<file path="src/rtl/operand_entry_ctrl.sv">
// Button/switch front end for the 4-bit equality comparator: sync, debounce, press-edge,
// strobe arbitration (A before B) and operand-tracking FSM with registered status outputs.
module operand_entry_ctrl #(
    parameter int DEBOUNCE_CYCLES = 500000,
    parameter int CNT_W           = 20
) (
    input  logic       clk,
    input  logic       rst,
    input  logic [3:0] sw,
    input  logic       btn_a,
    input  logic       btn_b,
    output logic [3:0] no,
    output logic       push1,
    output logic       push2,
    output logic       a_loaded,
    output logic       b_loaded,
    output logic       both_ready
);

    typedef enum logic [1:0] {EMPTY, HAVE_A, HAVE_B, READY} state_t;

    localparam logic [CNT_W-1:0] CNT_MAX = CNT_W'(DEBOUNCE_CYCLES - 1);

    // Index 0 is button A, index 1 is button B.
    logic [1:0]       btn_raw;
    logic [1:0]       sync1_q, sync1_d;
    logic [1:0]       s_q, s_d;
    logic [1:0]       db_q, db_d;
    logic [1:0]       db_dly_q, db_dly_d;
    logic [1:0]       armed_q, armed_d;
    logic [1:0]       warm_q, warm_d;
    logic [CNT_W-1:0] cnt_q [2];
    logic [CNT_W-1:0] cnt_d [2];
    logic [1:0]       press;

    logic [3:0] no_q, no_d;
    logic       push1_q, push1_d;
    logic       push2_q, push2_d;
    logic       pend_a_q, pend_a_d;
    logic       pend_b_q, pend_b_d;
    state_t     state_q, state_d;
    logic       a_loaded_q, a_loaded_d;
    logic       b_loaded_q, b_loaded_d;
    logic       both_ready_q, both_ready_d;

    assign btn_raw = {btn_b, btn_a};

    // A button only becomes armed once its synced level has been seen low after reset,
    // so a button held through reset cannot produce a strobe until re-pressed.
    always_comb begin
        sync1_d  = btn_raw;
        s_d      = sync1_q;
        db_dly_d = db_q;
        warm_d   = {warm_q[0], 1'b1};
        db_d     = db_q;
        armed_d  = armed_q;
        for (int i = 0; i < 2; i++) begin
            cnt_d[i] = cnt_q[i];
            if (s_q[i] == db_q[i]) begin
                cnt_d[i] = '0;
            end else if (cnt_q[i] == CNT_MAX) begin
                db_d[i]  = s_q[i];
                cnt_d[i] = '0;
            end else begin
                cnt_d[i] = cnt_q[i] + CNT_W'(1);
            end
            if (warm_q[1] && !s_q[i]) armed_d[i] = 1'b1;
        end
        press = db_q & ~db_dly_q & armed_q;
    end

    // Pending slots take priority over fresh events so strobes never collide.
    always_comb begin
        no_d     = no_q;
        push1_d  = 1'b0;
        push2_d  = 1'b0;
        pend_a_d = pend_a_q;
        pend_b_d = pend_b_q;
        if (pend_b_q) begin
            push2_d  = 1'b1;
            no_d     = sw;
            pend_b_d = press[1];
            if (press[0]) pend_a_d = 1'b1;
        end else if (pend_a_q) begin
            push1_d  = 1'b1;
            no_d     = sw;
            pend_a_d = press[0];
            if (press[1]) pend_b_d = 1'b1;
        end else if (press[0]) begin
            push1_d  = 1'b1;
            no_d     = sw;
            pend_b_d = press[1];
        end else if (press[1]) begin
            push2_d = 1'b1;
            no_d    = sw;
        end
    end

    always_comb begin
        state_d = state_q;
        case (state_q)
            EMPTY: begin
                if (push1_d)      state_d = HAVE_A;
                else if (push2_d) state_d = HAVE_B;
            end
            HAVE_A:  if (push2_d) state_d = READY;
            HAVE_B:  if (push1_d) state_d = READY;
            READY:   state_d = READY;
            default: state_d = EMPTY;
        endcase
        a_loaded_d   = (state_d == HAVE_A) || (state_d == READY);
        b_loaded_d   = (state_d == HAVE_B) || (state_d == READY);
        both_ready_d = both_ready_q || (state_q == READY);
    end

    always_ff @(posedge clk) begin
        if (rst) begin
            sync1_q      <= '0;
            s_q          <= '0;
            db_q         <= '0;
            db_dly_q     <= '0;
            armed_q      <= '0;
            warm_q       <= '0;
            cnt_q[0]     <= '0;
            cnt_q[1]     <= '0;
            no_q         <= '0;
            push1_q      <= 1'b0;
            push2_q      <= 1'b0;
            pend_a_q     <= 1'b0;
            pend_b_q     <= 1'b0;
            state_q      <= EMPTY;
            a_loaded_q   <= 1'b0;
            b_loaded_q   <= 1'b0;
            both_ready_q <= 1'b0;
        end else begin
            sync1_q      <= sync1_d;
            s_q          <= s_d;
            db_q         <= db_d;
            db_dly_q     <= db_dly_d;
            armed_q      <= armed_d;
            warm_q       <= warm_d;
            cnt_q[0]     <= cnt_d[0];
            cnt_q[1]     <= cnt_d[1];
            no_q         <= no_d;
            push1_q      <= push1_d;
            push2_q      <= push2_d;
            pend_a_q     <= pend_a_d;
            pend_b_q     <= pend_b_d;
            state_q      <= state_d;
            a_loaded_q   <= a_loaded_d;
            b_loaded_q   <= b_loaded_d;
            both_ready_q <= both_ready_d;
        end
    end

    assign no         = no_q;
    assign push1      = push1_q;
    assign push2      = push2_q;
    assign a_loaded   = a_loaded_q;
    assign b_loaded   = b_loaded_q;
    assign both_ready = both_ready_q;

endmodule

</file>
<file path="config.mk">
export PLATFORM = sky130hd
export DESIGN_NAME = operand_entry_ctrl
export DESIGN_NICKNAME = d
export VERILOG_FILES = /design/src/rtl/operand_entry_ctrl.sv
export SDC_FILE = /design/constraint.sdc
export NUM_CORES = 1
export LEC_CHECK = 0
export BUFFER_PORTS_ARGS = -buffer_cell sky130_fd_sc_hd__buf_2
export CORE_ASPECT_RATIO = 0.75
export CORE_MARGIN = 3
export CORE_UTILIZATION = 35
export DETAILED_ROUTE_END_ITERATION = 16
export GPL_TIMING_DRIVEN = 0
export MAX_ROUTING_LAYER = met4
export SETUP_SLACK_MARGIN = 0.1
export SLEW_MARGIN = 20
export SYNTH_ARGS = -nofsm -noshare
export SYNTH_HDL_FRONTEND = slang
export SYNTH_SLANG_ARGS = --single-unit
</file>
<file path="constraint.sdc">
create_clock -name clk -period 4.9 [get_ports clk]
set_clock_uncertainty 0.2 [all_clocks]
set_input_delay 0.735 -clock clk [delete_from_list [all_inputs] [get_ports clk]]
set_output_delay 0.735 -clock clk [all_outputs]
set_load 0.01 [all_outputs]
</file>
After elaboration in Yosys (flattened, before gate mapping):

Memories as Yosys holds them, arrays and structs flattened.
Cells that the tools add are included.
Widths: inputs -> output; s select.

* divide/modulo/power cells: 0
* eq/ne operators: 11
* shift operators: 0
* multiply operators: 0
* bitwise gates (word level): 7
* reduce and logical (&&, ||, !) cells: 11
* mux-type cells: 32
* magnitude comparators: 0
* add/sub/neg operators: 2

Operators by type and width (count)
* $mux 20: 6
* $add 20x1->20 const B: 2
* $eq 20x19->1 const B: 2
* $mux 1: 17
* $mux 4: 4
* $eq 2x2->1 const B: 4
* $mux 2: 4
* $pmux 2 s4: 1
* $and 2x2->2: 2
* $eq 2x1->1 const B: 2
* $reduce_and 2->1: 2
* $reduce_bool 4->1: 1
* $logic_or 1x1->1: 3
* $eq 1x1->1: 2
* $logic_and 1x1->1: 2
* $logic_not 1->1: 2
* $logic_not 2->1: 1
* $ne 2x2->1 const B: 1
* $not 1->1: 2
* $not 2->2: 1
* $or 1x1->1: 2

* bits in writable memories: 40
* bits of input ports: 8
* latch bits: 0
* bits in read-only memories: 0
* output and inout port bits: 9
* register bits after elaboration: 25
* memories kept: 1

Memories
* cnt_q: depth 2, width 20, rd ports 2, clocked after Yosys merged registers in 0, wr ports 2, line 32 `logic [CNT_W-1:0] cnt_q [2];`

Longest topological paths before layout:

Gate-level depths: netlist of run 1.

* depth after elaboration: 12
* gate-level depth with buffers: 6
* mapped depth without buffers: 5

Worst setup path after synthesis of run 1:

No wires, ideal clock.

* kind: reg-to-reg
* from: memory cnt_q[1][10] (netlist: cnt_q[0][30])
* to: register db_q[1] (netlist: db_dly_d[1])
* cell stages (with the launch flop): 5
* library setup time: 121 ps
* clock period less this slack: 1989 ps
* data arrival time: 1669 ps
* data required time: 4579 ps
* setup slack: 2911 ps
* path buffers: 0
* path through: dfxtp_1 > or4_1 > or3_4 > nor2_1 > mux2_2

RTL lines
* start: declaration: line 32
* end signal: assignment: line 120 `db_q <= '0;`
* end signal: assignment: line 138 `db_q <= db_d;`
* end: declaration: line 28 `logic [1:0] db_q, db_d;`

==> metrics, run 1 <==
status finished clean; crit path cell chain nor4b_1, nand3_1, o31ai_2, buf_2, nor2_1; Max Root-Sink Buffers 2; vias in the first global route 1,829; RSZ-0062 raised after global routing no; cell area after synthesis 0.00259 mm²; overall power 1050 µW; Final setup viols 0; NumNets Final 313; worst hold path depth 1; Worst R2R Setup Slack 2.75 ns; port bufs 16; DIE HEIGHT 80.5 µm; Crit Reg-Reg Startpoint cnt_q[0][8]$_SDFF_PP0_; Rel. slew slack 0.615; crit end category flip-flop; Worst EP arrival 2.17 ns; CTS root buffer clkbuf_8; GPL Wtd Cong 0.828; Post-Syn Instances 276; htree depth 3; post-route ant nets 0; WL final 4730 µm; largest net degree at the start of global routing 14; Crit Path Category flip-flop to flip-flop; average cell area after synthesis 9.39 µm²; Peak VDD IR 0.145 mV; global-route wire length before repair 8470 µm; Least-Margin Pin Slew 0.574 ns; final instance area 0.00302 mm²; Reg2Reg Depth 5; DR vias/cell 4.85; Critical Path RT 4.93 ns; Leakage 0.00108 µW; overflow left after global routing 0; Synth async-reset ratio 0; Worst path max stage delay 0.51 ns; register area share after synthesis 0.494; die width 105 µm; final-layout fill cell count 692; reg-to-reg endpoint cnt_q[0][13]$_SDFF_PP0_; post-CTS sizing 0; worst skew pair latency 0.33 ns; core footprint 0.00699 mm²; dpl hpwl 3350 µm; synthesis-stage register bit count 64; Die ar. 0.00848 mm²; Area after DPL 0.00279 mm²; WHS Endpoint warm_q[1]$_SDFF_PP0_; IO Pins 17; Yosys top cell area share 0.494; fraction of layout cells with a size suffix above 1 0.140; CTS tree built; syn nets 286; delay-heaviest family, CP simple AND/OR/NAND/NOR gates; Num Clock Sinks 64; leading cell type in the layout, fill and taps excluded dfxtp_1; drt first pass iters 4; row count 26; GRT Overall Usage 0.130; Hold Startpoint warm_q[0]$_DFF_P_; area growth from synthesis to layout 16.6%; Hold Vio Cnt, Final 0; hold_buf cts 0; Worst-path clk slew 0.08 ns; drt initial violations 63; WP buf/inv 1; CP max stage cell o31ai_2; number of cells on the critical path 5; TNS Setup 0 ns; postcts setup bufs 0; antenna fix cells 0; Post-synth EDFFs 0; unique cell type count in the Yosys netlist 35; final worst-path cycle share 0.438; WL per Instance 11.7 µm; most frequent cells in the layout dfxtp_1, nor2_1, xor2_1; fin crit period 2.15 ns; top post-synthesis cells by area dfxtp_1, xor2_1, nor2_1, nand4_1, xnor2_1; crit-path max FO 10; Final Worst Setup Slack 2.75 ns; critical path launch point type flip-flop; cell taking the most area after synthesis dfxtp_1; DRC viols 0; synth warn 0; Post-synth top flop dfxtp_1; Max Freq 466 MHz; worst hold path type flip-flop to flip-flop; max_cap viols 0; final slew viol count 0; antenna violations before repair 0; Vias 1,968; pre-CTS WS 2.73 ns; power per cell area 348 mW/mm²; total CTS buffers 9; Initial Util 0.370
Yosys cell counts, types with 2 or more instances:
cell,instances
dfxtp_1,64
nor2_1,46
xor2_1,20
nand4_1,15
a21oi_1,14
nand3_1,13
nand2_1,12
xnor2_1,10
o21ai_0,8
inv_1,7
nor2b_1,7
or3_1,7
and4_1,5
clkbuf_1,4
mux2i_1,4
nor4_1,4
nor4b_1,4
or4_1,4
and2_1,3
and3_1,3
buf_2,3
a21o_1,2
and3b_1,2
ha_1,2
mux2_2,2
nor3_1,2
layer usage:
metal / global-route usage / wire, µm / part of all wire / vias up
met5: - / 0 / 0 / -
met1: 0.170 / 2470 / 0.52 / 906
met4: 0.0459 / 30 / 0.0063 / 0
met2: 0.182 / 2030 / 0.43 / 32
met3: 0.0506 / 210 / 0.044 / 2
li1: - / - / - / 1028
layout make-up:
type | count | area (µm²) | share of cell area
buffer | 8 | 41.3 | 0.0137
clock buffer | 9 | 124 | 0.0410
clock inverter | 7 | 103 | 0.0340
inverter | 7 | 26.3 | 0.00870
multi-input combinational | 197 | 1240 | 0.411
sequential | 64 | 1280 | 0.424
tap | 98 | 123 | 0.0406
timing repair buffer | 16 | 80.1 | 0.0265
kinds of logic after synthesis:
group	synth area share
AND/OR/NAND/NOR	0.280
flip-flops	0.494
adder cells (fa/ha/maj)	0.00966
buffers and inverters	0.0261
multiplexers	0.0241
XOR/XNOR	0.101
AO/OA/AOI/OAI	0.0642
report_power, final:
part           internal (µW)  switching (µW)  total, µW
Combinational           6.06            8.81       14.9
Sequential               524            2.05        526
Clock                    292             217        509
flip-flops by register name, indices dropped and copies added, names as in the netlist, 2 cells and up:
| register | flops |
|---|---|
| no | 4 |
| cnt_q | 40 |
| db_dly_q | 2 |
| warm_q | 2 |
| s_d | 2 |
| armed_q | 2 |
| db_dly_d | 2 |
| s_q | 2 |
| state_q | 2 |
stage by stage:
| step | utilization | hold WS [ns] | std cells |
|---|---|---|---|
| 3_3_place_gp | 0.399 | 0.218 | 390 |
| 3_5_place_dp | 0.399 | 0.229 | 390 |
| 2_1_floorplan | - | 0.214 | 276 |
| 4_1_cts | 0.432 | 0.245 | 406 |
| 5_1_grt | 0.432 | 0.265 | 406 |
| 6_report | 0.432 | 0.239 | 406 |
how the worst max path moves through the flow:
stage / to / slack (ns) / startpoint
after floorplan: db_dly_d[1]$_SDFFE_PP0P_ / 2.91 / cnt_q[0][30]$_SDFF_PP0_
after global placement: cnt_q[0][12]$_SDFF_PP0_ / 2.78 / cnt_q[0][8]$_SDFF_PP0_
after detailed placement: cnt_q[0][13]$_SDFF_PP0_ / 2.73 / cnt_q[0][8]$_SDFF_PP0_
after CTS: cnt_q[0][13]$_SDFF_PP0_ / 2.72 / cnt_q[0][8]$_SDFF_PP0_
after global routing: cnt_q[0][10]$_SDFF_PP0_ / 2.56 / cnt_q[0][4]$_SDFF_PP0_
final: cnt_q[0][13]$_SDFF_PP0_ / 2.75 / cnt_q[0][8]$_SDFF_PP0_
No activity file was read; power rests on OpenSTA's default activity.
==> run 2: changes to the inputs <==
- clock period: 4.9 -> 2.2 ns (I/O delays scaled with it)
==> metrics, run 2 (synthesized netlist as in run 1, its figures left out) <==
status finished clean; vias in the first global route 1,841 (+0.66%); TNS Setup 0 ns (unchanged); Worst path max stage delay 0.53 ns (+0.02 ns); Initial Util 0.370 (unchanged); Rel. slew slack 0.645 (+0.0300); total CTS buffers 9 (unchanged); Hold Vio Cnt, Final 0 (unchanged); critical path launch point type flip-flop; max_cap viols 0 (unchanged); CP max stage cell or4_1; die width 105 µm (unchanged); max FFs per register 40 (unchanged); WL per Instance 11.6 µm (-0.26%); power per cell area 762 mW/mm² (+120%); fin crit period 2.07 ns (-0.0806 ns); overflow left after global routing 0 (unchanged); htree depth 3 (unchanged); worst hold path type primary input to flip-flop; Top Layer Used met4; Worst-path clk slew 0.07 ns (about the same); post-route ant nets 0 (unchanged); crit end category flip-flop; Final setup viols 0 (unchanged); Worst EP arrival 2.10 ns (-0.07 ns); antenna fix cells 0 (unchanged); final-layout fill cell count 692 (unchanged); Peak VDD IR 0.323 mV (+120%); area growth from synthesis to layout 18.6%; RSZ-0062 raised after global routing yes; NumNets Final 318 (+1.6%); drt initial violations 48 (-24%); DR vias/cell 4.85 (about the same); row count 26 (unchanged); dpl hpwl 3350 µm (unchanged); drt first pass iters 4 (unchanged); CTS root buffer clkbuf_8; Vias 1,993 (+1.3%); GRT Overall Usage 0.131 (+0.000888); crit-path max FO 6 (-4); Leakage 0.00110 µW (+1.9%); final worst-path cycle share 0.939 (+0.501); global-route wire length before repair 8540 µm (+0.82%); Max Root-Sink Buffers 2 (unchanged); crit path cell chain or4_1, or3_4, nor2_1, mux2_2; Num Clock Sinks 64 (unchanged); delay-heaviest family, CP simple AND/OR/NAND/NOR gates; final slew viol count 0 (unchanged); WP buf/inv 0 (-1); Min Hold Slack 0.0118 ns (-0.227 ns); met1 wire length 2500 µm (+1.5%); Crit Path Category flip-flop to flip-flop; DIE HEIGHT 80.5 µm (unchanged); WL final 4780 µm (+0.97%); GPL Wtd Cong 0.828 (unchanged); met2 WL post-DR 2030 µm (unchanged); CTS tree built; DRC viols 0 (unchanged); Post-Route Utilization 0.440 (+0.00769); Critical Path RT 2.23 ns (-2.70 ns); overall power 2340 µW (+120%); largest net degree at the start of global routing 14 (unchanged); met3 routed WL 219 µm (+4.3%); Die ar. 0.00848 mm² (unchanged); most frequent cells in the layout dfxtp_1, nor2_1, xor2_1; Least-Margin Pin Slew 0.527 ns (-0.0464 ns); IO Pins 17 (unchanged); core footprint 0.00699 mm² (unchanged); leading cell type in the layout, fill and taps excluded dfxtp_1; Biggest register cnt_q; antenna violations before repair 0 (unchanged); worst skew pair latency 0.33 ns (about the same); port bufs 16 (unchanged); Max Freq 484 MHz (+3.9%); fraction of layout cells with a size suffix above 1 0.160 (+0.0201)
[run 2: cell types whose count changed in the layout (fill, tap and decap cells not counted)]
| cell | before | now |
|---|---|---|
| o31ai_4 | 0 | 1 |
| o31ai_2 | 1 | 0 |
| ha_2 | 0 | 1 |
| dfxtp_2 | 0 | 2 |
| ha_1 | 2 | 1 |
| buf_4 | 0 | 4 |
| dlygate4sd3_1 | 0 | 1 |
| dfxtp_1 | 64 | 62 |
[run 2: per-stage QoR]
stage / instance area, µm² / instances / setup WS (ns)
after detailed placement: 2790 / 390 / 0.0348
after global routing: 3070 / 411 / 0.0336
after CTS: 3060 / 409 / 0.116
final: 3070 / 411 / 0.135
after global placement: 2790 / 390 / 0.0764
after floorplan: 2590 / 276 / 0.211
[run 2: layout make-up]
type / count / area [µm²] / share of cell area
flip-flops and latches: 64 / 1280 / 0.418
multi-input cells: 197 / 1250 / 0.408
clock buffers: 9 / 124 / 0.0403
well taps: 98 / 123 / 0.0399
repair buffers: 21 / 120 / 0.0391
clock inverters: 7 / 103 / 0.0334
plain buffers: 8 / 41.3 / 0.0134
inverters: 7 / 26.3 / 0.00855
[run 2: worst paths after layout]
path	start	slack, ns	to	depth (start not counted)
worst max-delay path	cnt_q[0][30]$_SDFF_PP0_	0.13	db_dly_d[1]$_SDFFE_PP0P_	4
worst min-delay path	btn_b	0.01	s_d[1]$_SDFF_PP0_	2
worst max register to register	cnt_q[0][30]$_SDFF_PP0_	0.13	db_dly_d[1]$_SDFFE_PP0P_	4
worst min register to register	warm_q[0]$_DFF_P_	0.24	warm_q[1]$_SDFF_PP0_	1
[run 2: where the power goes]
part	switching, µW	internal, µW	total (µW)
sequential	4.59	1170	1170
combinational	20.8	17.2	38.0
clock	483	651	1130
total	509	1840	2340
[run 2: what timing repair did]
item	CTS	global route
hold buffers	1	0
setup buffers	2	2
endpoints found under the setup margin	21	29
gates cloned	0	0
gates resized for setup	2	2
endpoints found under the hold margin	1	0
pin swaps	1	2
[run 2: layer usage]
| metal | vias up | global-route usage |
|---|---|---|
| met1 | 920 | 0.172 |
| li1 | 1040 | - |
| met3 | 2 | 0.0514 |
| met4 | 0 | 0.0459 |
| met2 | 31 | 0.182 |
| met5 | - | - |
